--- src/rtl/bmlp_seq_pkg.sv ---
// Shared types and layer geometry for the binarized-MLP layer sequencer.
// IN_LAST/OUT_LAST hold the last input-word and last output-neuron index of each layer.
package bmlp_seq_pkg;

  localparam int NUM_LAYERS = 3;
  localparam int IDX_W      = 7;

  typedef enum logic [2:0] {
    IDLE,
    CLEAR,
    ACCUM,
    COMMIT,
    NXT_LAYER,
    FIN
  } seq_state_t;

  localparam logic [IDX_W-1:0] IN_LAST  [NUM_LAYERS] = '{IDX_W'(24), IDX_W'(1),  IDX_W'(0)};
  localparam logic [IDX_W-1:0] OUT_LAST [NUM_LAYERS] = '{IDX_W'(63), IDX_W'(31), IDX_W'(9)};

  // Out-of-range layer numbers read as 0 so the indices can never run away.
  function automatic logic [IDX_W-1:0] in_last_of(input logic [1:0] layer);
    return (int'(layer) < NUM_LAYERS) ? IN_LAST[layer] : '0;
  endfunction

  function automatic logic [IDX_W-1:0] out_last_of(input logic [1:0] layer);
    return (int'(layer) < NUM_LAYERS) ? OUT_LAST[layer] : '0;
  endfunction

endpackage

--- src/rtl/seq_idx_counter.sv ---
// Saturating index counter: clears to 0, increments only while below last_val.
// is_last is a combinational compare of the registered count against last_val.
module seq_idx_counter #(
  parameter int W = 7
) (
  input  logic         clk,
  input  logic         rst,
  input  logic         clr,
  input  logic         inc,
  input  logic [W-1:0] last_val,
  output logic         is_last,
  output logic [W-1:0] cnt
);

  logic [W-1:0] r_cnt;

  assign is_last = (r_cnt == last_val);
  assign cnt     = r_cnt;

  always_ff @(posedge clk or negedge rst) begin
    if (!rst) begin
      r_cnt <= '0;
    end else if (clr) begin
      r_cnt <= '0;
    end else if (inc && !is_last) begin
      r_cnt <= r_cnt + 1'b1;
    end
  end

endmodule

--- src/rtl/bmlp_layer_sequencer.sv ---
// Walks layers x output neurons x input words for one binarized-MLP inference.
// Strobes are a Moore decode of the state masked by hold; hold freezes state and indices.
module bmlp_layer_sequencer
  import bmlp_seq_pkg::*;
#(
  parameter int NUM_LAYERS = bmlp_seq_pkg::NUM_LAYERS,
  parameter int IDX_W      = bmlp_seq_pkg::IDX_W
) (
  input  logic             clk,
  input  logic             rst,
  input  logic             start,
  input  logic             hold,
  output logic             busy,
  output logic             done,
  output logic [1:0]       layer_idx,
  output logic [IDX_W-1:0] neuron_idx,
  output logic [IDX_W-1:0] word_idx,
  output logic             acc_clr,
  output logic             acc_en,
  output logic             neuron_wr,
  output logic             layer_done
);

  seq_state_t       r_state;
  logic [1:0]       r_layer;

  logic             w_run;
  logic             w_last_layer;
  logic             w_word_last;
  logic             w_neur_last;
  logic             w_word_clr;
  logic             w_word_inc;
  logic             w_neur_clr;
  logic             w_neur_inc;
  logic [IDX_W-1:0] w_in_last;
  logic [IDX_W-1:0] w_out_last;

  assign w_run        = !hold;
  assign w_last_layer = (r_layer == 2'(NUM_LAYERS - 1));
  assign w_in_last    = IDX_W'(in_last_of(r_layer));
  assign w_out_last   = IDX_W'(out_last_of(r_layer));

  // IDLE keeps both counters at 0 so every inference starts from a clean origin.
  assign w_word_clr = (r_state == IDLE)
                    | (w_run & (r_state == COMMIT)    & !w_neur_last)
                    | (w_run & (r_state == NXT_LAYER) & !w_last_layer);
  assign w_word_inc = w_run & (r_state == ACCUM);
  assign w_neur_clr = (r_state == IDLE)
                    | (w_run & (r_state == NXT_LAYER) & !w_last_layer);
  assign w_neur_inc = w_run & (r_state == COMMIT);

  seq_idx_counter #(.W(IDX_W)) u_word_cnt (
    .clk      (clk),
    .rst      (rst),
    .clr      (w_word_clr),
    .inc      (w_word_inc),
    .last_val (w_in_last),
    .is_last  (w_word_last),
    .cnt      (word_idx)
  );

  seq_idx_counter #(.W(IDX_W)) u_neur_cnt (
    .clk      (clk),
    .rst      (rst),
    .clr      (w_neur_clr),
    .inc      (w_neur_inc),
    .last_val (w_out_last),
    .is_last  (w_neur_last),
    .cnt      (neuron_idx)
  );

  always_ff @(posedge clk or negedge rst) begin
    if (!rst) begin
      r_state <= IDLE;
      r_layer <= '0;
    end else if (r_state == IDLE) begin
      if (start) begin
        r_state <= CLEAR;
        r_layer <= '0;
      end
    end else if (w_run) begin
      case (r_state)
        CLEAR:     r_state <= ACCUM;
        ACCUM:     if (w_word_last) r_state <= COMMIT;
        COMMIT:    r_state <= w_neur_last ? NXT_LAYER : CLEAR;
        NXT_LAYER: begin
          if (w_last_layer) begin
            r_state <= FIN;
          end else begin
            r_state <= CLEAR;
            r_layer <= r_layer + 2'd1;
          end
        end
        FIN:       r_state <= IDLE;
        default:   r_state <= IDLE;
      endcase
    end
  end

  assign busy       = (r_state != IDLE);
  assign layer_idx  = r_layer;
  assign acc_clr    = w_run & (r_state == CLEAR);
  assign acc_en     = w_run & (r_state == ACCUM);
  assign neuron_wr  = w_run & (r_state == COMMIT);
  assign layer_done = w_run & (r_state == NXT_LAYER);
  assign done       = w_run & (r_state == FIN);

endmodule

--- config.mk ---
export PLATFORM = sky130hd
export DESIGN_NAME = bmlp_layer_sequencer
export DESIGN_NICKNAME = d
export VERILOG_FILES = /design/src/rtl/bmlp_seq_pkg.sv /design/src/rtl/seq_idx_counter.sv /design/src/rtl/bmlp_layer_sequencer.sv
export SDC_FILE = /design/constraint.sdc
export NUM_CORES = 1
export LEC_CHECK = 0
export CORE_MARGIN = 2
export CORE_UTILIZATION = 25
export DETAILED_ROUTE_END_ITERATION = 10
export DONT_BUFFER_PORTS = 1
export GPL_TIMING_DRIVEN = 0
export PLACE_DENSITY_LB_ADDON = 0.25
export SLEW_MARGIN = 20
export SYNTH_ARGS = -nofsm -noshare
export SYNTH_HDL_FRONTEND = slang
export SYNTH_SLANG_ARGS = --single-unit
--- constraint.sdc ---
create_clock -name clk -period 3.2 [get_ports clk]
set_clock_uncertainty 0.2 [all_clocks]
set_input_delay 0.64 -clock clk [delete_from_list [all_inputs] [get_ports clk]]
set_output_delay 0.64 -clock clk [all_outputs]
set_load 0.05 [all_outputs]
# After elaboration in Yosys (flattened, before gate mapping)
# Cells that the tools add are included.
# totals
regBits,19
in_bits,4
# classes
n_bitwise,11
addsub,3
eq_ne,12
muxes,24
order_cmp,2
reduce_logical,13
# ops
op,count
7-bit two-way mux,10
7-bit binary-select mux with 2-bit select,2
3-bit two-way mux,6
"7-bit by 1-bit adder with 7-bit output, second input constant",2
7-bit equality test,2
3-bit one-hot mux with 4 select lines,1
2-bit two-way mux,5
1-bit bitwise AND,7
"3-bit by 2-bit equality test with 1-bit output, second input constant",2
"3-bit equality test, second input constant",2
2-bit nonzero test,3
1-bit logical NOT,4
"2-bit by 1-bit != test with 1-bit output, second input constant",2
4-bit AND reduction,1
"3-bit by 1-bit equality test with 1-bit output, second input constant",1
"3-bit greater-or-equal comparator, second input constant",1
3-bit logical NOT,1
"3-bit by 2-bit != test with 1-bit output, second input constant",1
2-bit NOT with 3-bit output,1
1-bit bitwise OR,3
3-bit AND reduction,1
3-bit nonzero test,1
"2-bit by 1-bit adder with 2-bit output, second input constant",1
"2-bit equality test, second input constant",1
other kinds (3),4

# Logic depth before layout (Yosys ltp)
# Gate-level depths: netlist (run 1).
# depth
word_depth,11
ltp_mapped,7

# Hierarchy
# From an unflattened synthesis (run 1), not the netlist that was laid out.
# unflattened
cells_unflattened,151
area_unflattened_um2,1377.6
# modules_own_cells
module,area_each_um2,cells_per_inst,n_inst
seq_idx_counter,450.4,47,2
bmlp_layer_sequencer,476.7,57,1

# Worst setup path after synthesis (run 1)
# OpenSTA, ideal clock, no wires.
# synth_path
path_type,input to register
startpoint,in hold
endpoint,reg u_word_cnt.r_cnt[5] (netlist: u_word_cnt.cnt[5])
path_buffers,1
setup_ns,0.120
path_stages,6
arrival_time_ns,2.570
slack_ns,0.311
cell_sequence,clkbuf_1 > nor4b_2 > nand4_1 > nor2_1 > xnor2_1 > nor2_1
# synth_between
word_cells_on_any_way,11
classes_between,1 x mux; 7 x bitwise; 3 x reduce/logical
# synth_lines
element,line_no,rtl
"start, declared",bmlp_layer_sequencer.sv:12,"input logic hold,"
1-bit logical NOT,bmlp_layer_sequencer.sv:38,assign w_run = !hold;
1-bit bitwise AND,n/a,
net acc_en,bmlp_layer_sequencer.sv:19,"output logic acc_en,"
1-bit logical AND,seq_idx_counter.sv:25,end else if (inc && !is_last) begin
2-bit nonzero test (no source line),n/a,
"end signal, assigned",seq_idx_counter.sv:26,r_cnt <= r_cnt + 1'b1;
"end, declared",seq_idx_counter.sv:15,logic [W-1:0] r_cnt;
# The timed path passes the listed nets, and every way through them passes these cells.
# A chain may end at the register's enable or synchronous reset.

# Worst setup path after layout (run 1)
# layout_path
startpoint,reg r_state[2]
endpoint,out done
# layout_between
elab_chain_len,2
# layout_rtl
element,line_no,rtl
"start, declared",bmlp_layer_sequencer.sv:24,seq_state_t r_state;
"start signal, assigned",bmlp_layer_sequencer.sv:85,COMMIT: r_state <= w_neur_last ? NXT_LAYER : CLEAR;
3-bit equality test,bmlp_layer_sequencer.sv:106,assign done = w_run & (r_state == FIN);
1-bit bitwise AND,bmlp_layer_sequencer.sv:106,
"end, declared",bmlp_layer_sequencer.sv:14,"output logic done,"
# No other way between the ends.

==> results of run 1 <==
logic make-up after synthesis:
logic type                 after synthesis  share of synthesized area
AOI/OAI and AO/OA                       23                      0.148
xor gates and xnor gates                10                     0.0709
and+or+nand+nor                         62                      0.259
muxes                                    4                     0.0324
buffers and inverters                   12                     0.0436
adders and majority gates                6                     0.0608
DFF                                     19                      0.385
cell type report:
type / count / share of cell area
multi-input cells: 105 / 0.517
clock buffers: 4 / 0.0322
well taps: 67 / 0.0599
plain buffers: 4 / 0.0170
inverters: 8 / 0.0214
flip-flops and latches: 19 / 0.340
repair buffers: 2 / 0.0125
critical path, cell delays in order, from the launching register on:
cell and delay [ns]:
dfrtp_1 0.32, clkbuf_1 0.38, nand2b_1 0.16, nor2_1 0.71
cells in the final DEF, fill, tap and decap left out, drive strengths merged:
cell,Yosys,routed
or4b,1,1
and2,1,1
nor4b,1,1
a31oi,1,1
dlygate4sd3,0,1
a22oi,2,2
o211ai,2,2
inv,8,8
buf,2,3
o31ai,1,1
mux2i,4,4
nand2,17,17
nand3,5,5
a31o,3,3
o21ai,7,7
ha,6,6
a21oi,5,5
and3,4,4
nor3,4,4
xor2,5,5
or2,2,2
nand2b,5,5
o22ai,1,1
dfrtp,19,19
nor4,1,1
clkbuf,2,6
a311oi,1,1
xnor2,5,5
nor2,15,15
nand4,6,6
report_power, final:
part | internal [mW] | switching (mW) | total (mW) | leakage (nW)
registers | 0.268 | 0.117 | 0.386 | 0.260
clock network | 0.0886 | 0.0814 | 0.170 | 0.0228
logic | 0.0952 | 0.214 | 0.309 | 0.306
routing by layer:
metal | track usage | up-vias | wire [um]
met5 | 0 | - | 0
met4 | 0.0238 | 0 | 17
li1 | - | 483 | -
met1 | 0.145 | 489 | 1300
met2 | 0.175 | 24 | 1340
met3 | 0.0434 | 2 | 152
repair_timing:
action                    in CTS  in global routing
hold endpoints to repair      19                  0
hold buffers                   1                  0
buffers inserted               0                  0
stage by stage:
| stage | area (um2) | hold WS (ns) | power (mW) | util | cells |
|---|---|---|---|---|---|
| after global placement | 1320 | 0.145 | 0.672 | 0.277 | 203 |
| after global routing | 1400 | 0.499 | 0.925 | 0.294 | 209 |
| final | 1400 | 0.443 | 0.864 | 0.294 | 209 |
| after floorplan | 1230 | 0.144 | 0.617 | - | 136 |
| after detailed placement | 1350 | 0.145 | 0.698 | 0.283 | 204 |
| after CTS | 1400 | 0.439 | 0.879 | 0.294 | 209 |
cell usage after synthesis, types with 5 or more instances:
cell / instances / share of area
nand3_1: 5 / 0.020
o21ai_0: 7 / 0.028
nand4_1: 6 / 0.030
inv_1: 8 / 0.024
dfrtp_1: 19 / 0.39
xor2_1: 5 / 0.035
nand2_1: 17 / 0.052
ha_1: 6 / 0.061
a21oi_1: 5 / 0.020
xnor2_1: 5 / 0.035
nor2_1: 15 / 0.046
path summary, 6_finish.rpt:
check / startpoint / endpoint / slack, ns / cells past startpoint
worst max-delay path: r_state[2]$_DFFE_PN0P_ / done / 0.53 / 3
worst min-delay path: start / r_state[0]$_DFFE_PN0P_ / 0.44 / 2
worst max register to register: layer_idx[1]$_DFFE_PN0P_ / u_neur_cnt.cnt[6]$_DFFE_PN0P_ / 0.59 / 6
worst min register to register: r_state[1]$_DFFE_PN0P_ / r_state[1]$_DFFE_PN0P_ / 0.51 / 2
max in group asynchronous: rst / u_neur_cnt.cnt[2]$_DFFE_PN0P_ / 1.50 / 1
min in group asynchronous: rst / u_word_cnt.cnt[2]$_DFFE_PN0P_ / 0.75 / 1
state kept, by name, indices dropped and copies added, names as in the netlist:
| name | count |
|---|---|
| u_word_cnt.cnt | 7 |
| layer_idx | 2 |
| u_neur_cnt.cnt | 7 |
| r_state | 3 |
==> flow_metrics.py, run 1 <==
metrics = {
    "outcome": {
        "status": "complete, no violations",
    },
    "logic_synthesis": {
        "synth_nets": 146,
        "ys_seq_area_frac": 0.385,
        "synth_warnings": 0,
        "yosys_most_used_dff": "dfrtp_1",
        "synth.distinct_cells": 31,
        "netlist_instances": 136,
        "avgSynthCellArea_um2": 9.08,
        "netlist_area_mm2": 0.00123,
        "synthArstFlopShare": 1.00,
        "synth_seq_cells": 19,
        "synth_edf_count": 0,
    },
    "worst_setup_path": {
        "worstPathRequired_ns": 2.36,
        "crit_type": "reg -> out",
        "critPathLaunchType": "flip-flop",
        "cp.arrival_ns": 1.83,
        "worst_setup_path_end_kind": "primary output",
        "crit_path_max_fanout": 9,
    },
    "route": {
        "first_pass_iters": 4,
        "drc": 0,
        "drt_wl_total_um": 2810,
        "drt.antenna.violating_nets": 0,
        "routedWlPerCell_um": 13.4,
        "num_vias": 998,
        "drtIter0Drc": 39,
        "via_per_inst": 4.78,
    },
    "floorplanning": {
        "coreArea_mm2": 0.00475,
        "die_h_um": 74.3,
        "rows": 25,
        "dieArea_mm2": 0.00552,
        "io_pins": 26,
        "die_w_um": 74.3,
        "initial_core_util": 0.260,
    },
    "global_route": {
        "antenna_found_initial": 0,
        "gr-usage-all-layers": 0.111,
        "first_global_vias": 952,
        "grt_max_degree": 20,
        "grt_pass1_wl_um": 4620,
        "gr-total-overflow": 0,
    },
    "clock_tree": {
        "root_buffer": "clkbuf_8",
        "htreeDepth": 1,
        "cts_sinks": 19,
        "cts_tree": "built",
        "insertion_delay_ns": 0.26,
        "path_clk_slew_ns": 0.08,
        "cts_buffer_depth": 2,
        "cts_resized": 0,
        "cts_buffers": 3,
    },
    "job": {
        "drv_cap": 0,
    },
    "place": {
        "post-dp-hpwl_um": 2090,
        "dp_slack_ns": 0.557,
        "gp_congestion": 0.761,
        "port_buffers": 0,
    },
    "min_path": {
        "min_path_type": "in -> reg",
    },
    "final_layout": {
        "drive_above_1_share": 0.113,
        "area_growth_pct": 13.4,
        "seq_area_um2": 475,
        "fin_nets": 153,
        "n_fill_cell": 538,
        "multi_input_area_um2": 724,
        "antenna-diode-count": 0,
    },
    "sta": {
        "tns_ns": 0,
        "post-route-period-util": 0.834,
        "worst_slew_pin_slew_ns": 0.890,
        "slew_violations": 0,
        "fin_ws_ns": 0.531,
        "grt_setup_unrepaired": "no",
        "setup_viol": 0,
        "timing.fmax_ghz": 0.375,
        "fin_crit_ns": 2.67,
        "hold_viol": 0,
        "slew_headroom": 0.405,
    },
    "pwr": {
        "p_leak_nw": 0.588,
        "peakVddDrop_mv": 0.220,
        "cellPowerDensity_mw_per_mm2": 617,
    },
}
No activity file was read; power rests on OpenSTA's default activity.
==> inputs of run 2 (changes only) <==
==> constraint.sdc (replaced) <==
create_clock -name clk -period 2.29 [get_ports clk]
set_clock_uncertainty 0.2 [all_clocks]
set_input_delay 0.458 -clock clk [delete_from_list [all_inputs] [get_ports clk]]
set_output_delay 0.458 -clock clk [all_outputs]
set_load 0.05 [all_outputs]
==> run 2 against run 1 <==
Against the previous run:
- critical endpoint is now acc_en
- hold slack lost 0.18 ns
- non-clock buffer count up 4
- global-route usage increased by 0.32 points
- sequential cell count unchanged
- power is 48% higher
==> flow_metrics.py, run 2 (synthesis results as in run 1) <==
metrics = {
    "sta": {
        "slew_violations": 0,
        "grt_setup_unrepaired": "yes",
        "fin_crit_ns": 2.27,
        "slew_headroom": 0.334,
        "worst_slew_pin_slew_ns": 0.995,
        "tns_ns": 0,
        "post-route-period-util": 0.993,
        "timing.fmax_ghz": 0.440,
        "hold_viol": 0,
        "setup_viol": 0,
    },
    "worst_setup_path": {
        "cp.arrival_ns": 1.62,
        "crit_type": "reg -> out",
        "path_buf_inv": 0,
        "path_cells": "nor4b_4",
        "max_stage_delay_ns": 0.89,
        "critPathCapture": "acc_en",
        "crit_cells": 1,
        "regToRegEndpoint": "u_neur_cnt.cnt[3]$_DFFE_PN0P_",
        "r2r_start": "layer_idx[1]$_DFFE_PN0P_",
        "worstPathRequired_ns": 1.63,
        "ff2ff_setup_slack_ns": 0.04,
        "crit_path_max_fanout": 7,
        "crit_family": "simple AND/OR/NAND/NOR gates",
        "critPathLaunchType": "flip-flop",
        "startpoint": "r_state[2]$_DFFE_PN0P_",
        "worst_setup_path_end_kind": "primary output",
        "worst_path_max_delay_cell": "nor4b_4",
        "worstRegToRegCells": 7,
    },
    "clock_tree": {
        "cts_tree": "built",
        "htreeDepth": 1,
        "cts_buffer_depth": 2,
        "path_clk_slew_ns": 0.08,
        "root_buffer": "clkbuf_8",
        "insertion_delay_ns": 0.26,
        "cts_buffers": 3,
        "cts_sinks": 19,
    },
    "global_route": {
        "antenna_found_initial": 0,
        "grt_pass1_wl_um": 4800,
        "grt_max_degree": 20,
        "gr-total-overflow": 0,
        "gr-usage-all-layers": 0.114,
        "first_global_vias": 978,
    },
    "floorplanning": {
        "rows": 25,
        "dieArea_mm2": 0.00552,
        "initial_core_util": 0.260,
        "die_h_um": 74.3,
        "io_pins": 26,
        "coreArea_mm2": 0.00475,
        "die_w_um": 74.3,
    },
    "place": {
        "post-dp-hpwl_um": 2030,
        "port_buffers": 0,
        "postPlaceCellArea_mm2": 0.00134,
        "gp_congestion": 0.791,
        "dp.cells": 203,
    },
    "final_layout": {
        "drive_above_1_share": 0.288,
        "layout_commonest_cell": "nand2_1",
        "final_core_util": 0.319,
        "seq_area_um2": 489,
        "stdcell_count": 213,
        "fin_nets": 157,
        "n_fill_cell": 518,
        "layout_common_cells": "17 x nand2_1, 12 x nor2_1, 12 x dfrtp_1, 7 x o21ai_0, 6 x nand4_1",
        "multi_input_area_um2": 781,
        "antenna-diode-count": 0,
        "final_cell_area_mm2": 0.00152,
        "area_growth_pct": 23.0,
    },
    "route": {
        "first_pass_iters": 4,
        "num_vias": 1022,
        "drc": 0,
        "drt_wl_total_um": 2900,
        "via_per_inst": 4.80,
        "drtIter0Drc": 21,
        "drt.antenna.violating_nets": 0,
        "routedWlPerCell_um": 13.6,
    },
    "pwr": {
        "cellPowerDensity_mw_per_mm2": 842,
        "p_total_mw": 1.28,
        "peakVddDrop_mv": 0.475,
        "p_leak_nw": 0.590,
    },
    "job": {
        "drv_cap": 0,
    },
    "outcome": {
        "status": "complete, no violations",
    },
    "min_path": {
        "min_path_type": "in -> reg",
    },
}
==> run 2: cell types whose count changed in the layout (fill, tap and decap cells not counted), sizes merged <==
cell | previous run | this run
clkinv | 0 | 1
clkbuf | 6 | 4
inv | 8 | 7
buf | 3 | 8
clkinvlp | 0 | 1
==> run 2: repair_timing <==
item / 4_1_cts / 5_1_grt
hold buffers: 1 / 0
pin swaps: 2 / 7
setup buffers: 4 / 2
endpoints found under the hold margin: 19 / 0
endpoints found under the setup margin: 18 / 18
gates resized for setup: 9 / 17
gates cloned: 0 / 0
==> run 2: worst min path at each step <==
stage                from                       endpoint  slack (ns)  cells past startpoint
finish              start       layer_idx[0]$_DFFE_PN0P_        0.26                      3
global route        start       layer_idx[0]$_DFFE_PN0P_        0.31                      3
CTS                 start       layer_idx[0]$_DFFE_PN0P_        0.25                      3
detailed placement    rst  u_neur_cnt.cnt[2]$_DFFE_PN0P_       -0.04                      0
global placement      rst  u_neur_cnt.cnt[2]$_DFFE_PN0P_       -0.04                      0
floorplan             rst       layer_idx[0]$_DFFE_PN0P_       -0.04                      0
==> run 2: power by group <==
group          internal (mW)  total [mW]  leakage (nW)  switching, mW
registers              0.380       0.550         0.248          0.170
logic                  0.165       0.489         0.317          0.324
clock network          0.121       0.239        0.0255          0.118
total                  0.666        1.28         0.590          0.613
==> run 2: per-stage QoR <==
stage | hold WS [ns] | setup WS [ns]
final | 0.260 | 0.0156
after global routing | 0.305 | -0.0703
after CTS | 0.252 | -0.0143
after detailed placement | -0.0370 | -0.206
after global placement | -0.0370 | -0.204
after floorplan | -0.0376 | 0.00295
==> run 2: routing by layer <==
layer | share of wire | global-route usage | up-vias
li1 | - | - | 499
met1 | 0.46 | 0.156 | 495
met2 | 0.47 | 0.170 | 26
met3 | 0.063 | 0.0447 | 2
met4 | 0.0059 | 0.0258 | 0
met5 | 0 | 0 | -
==> run 2: area by class of cell <==
cell class | count | share of cell area
timing repair buffer | 7 | 0.0387
inverter | 8 | 0.0222
multi-input combinational | 105 | 0.514
tap | 67 | 0.0552
sequential | 19 | 0.322
clock buffer | 3 | 0.0272
clock inverter | 1 | 0.00329
buffer | 3 | 0.0173
==> inputs of run 3 (changes only) <==
--- a/config.mk
+++ b/config.mk
@@ -11,6 +11,7 @@
 export DONT_BUFFER_PORTS = 1
 export GPL_TIMING_DRIVEN = 0
 export PLACE_DENSITY_LB_ADDON = 0.25
+export SKIP_LAST_GASP = 1
 export SLEW_MARGIN = 20
 export SYNTH_ARGS = -nofsm -noshare
 export SYNTH_HDL_FRONTEND = slang
==> results of run 3 <==
No change in the layout: final DEF, timing and power equal those of run 2.
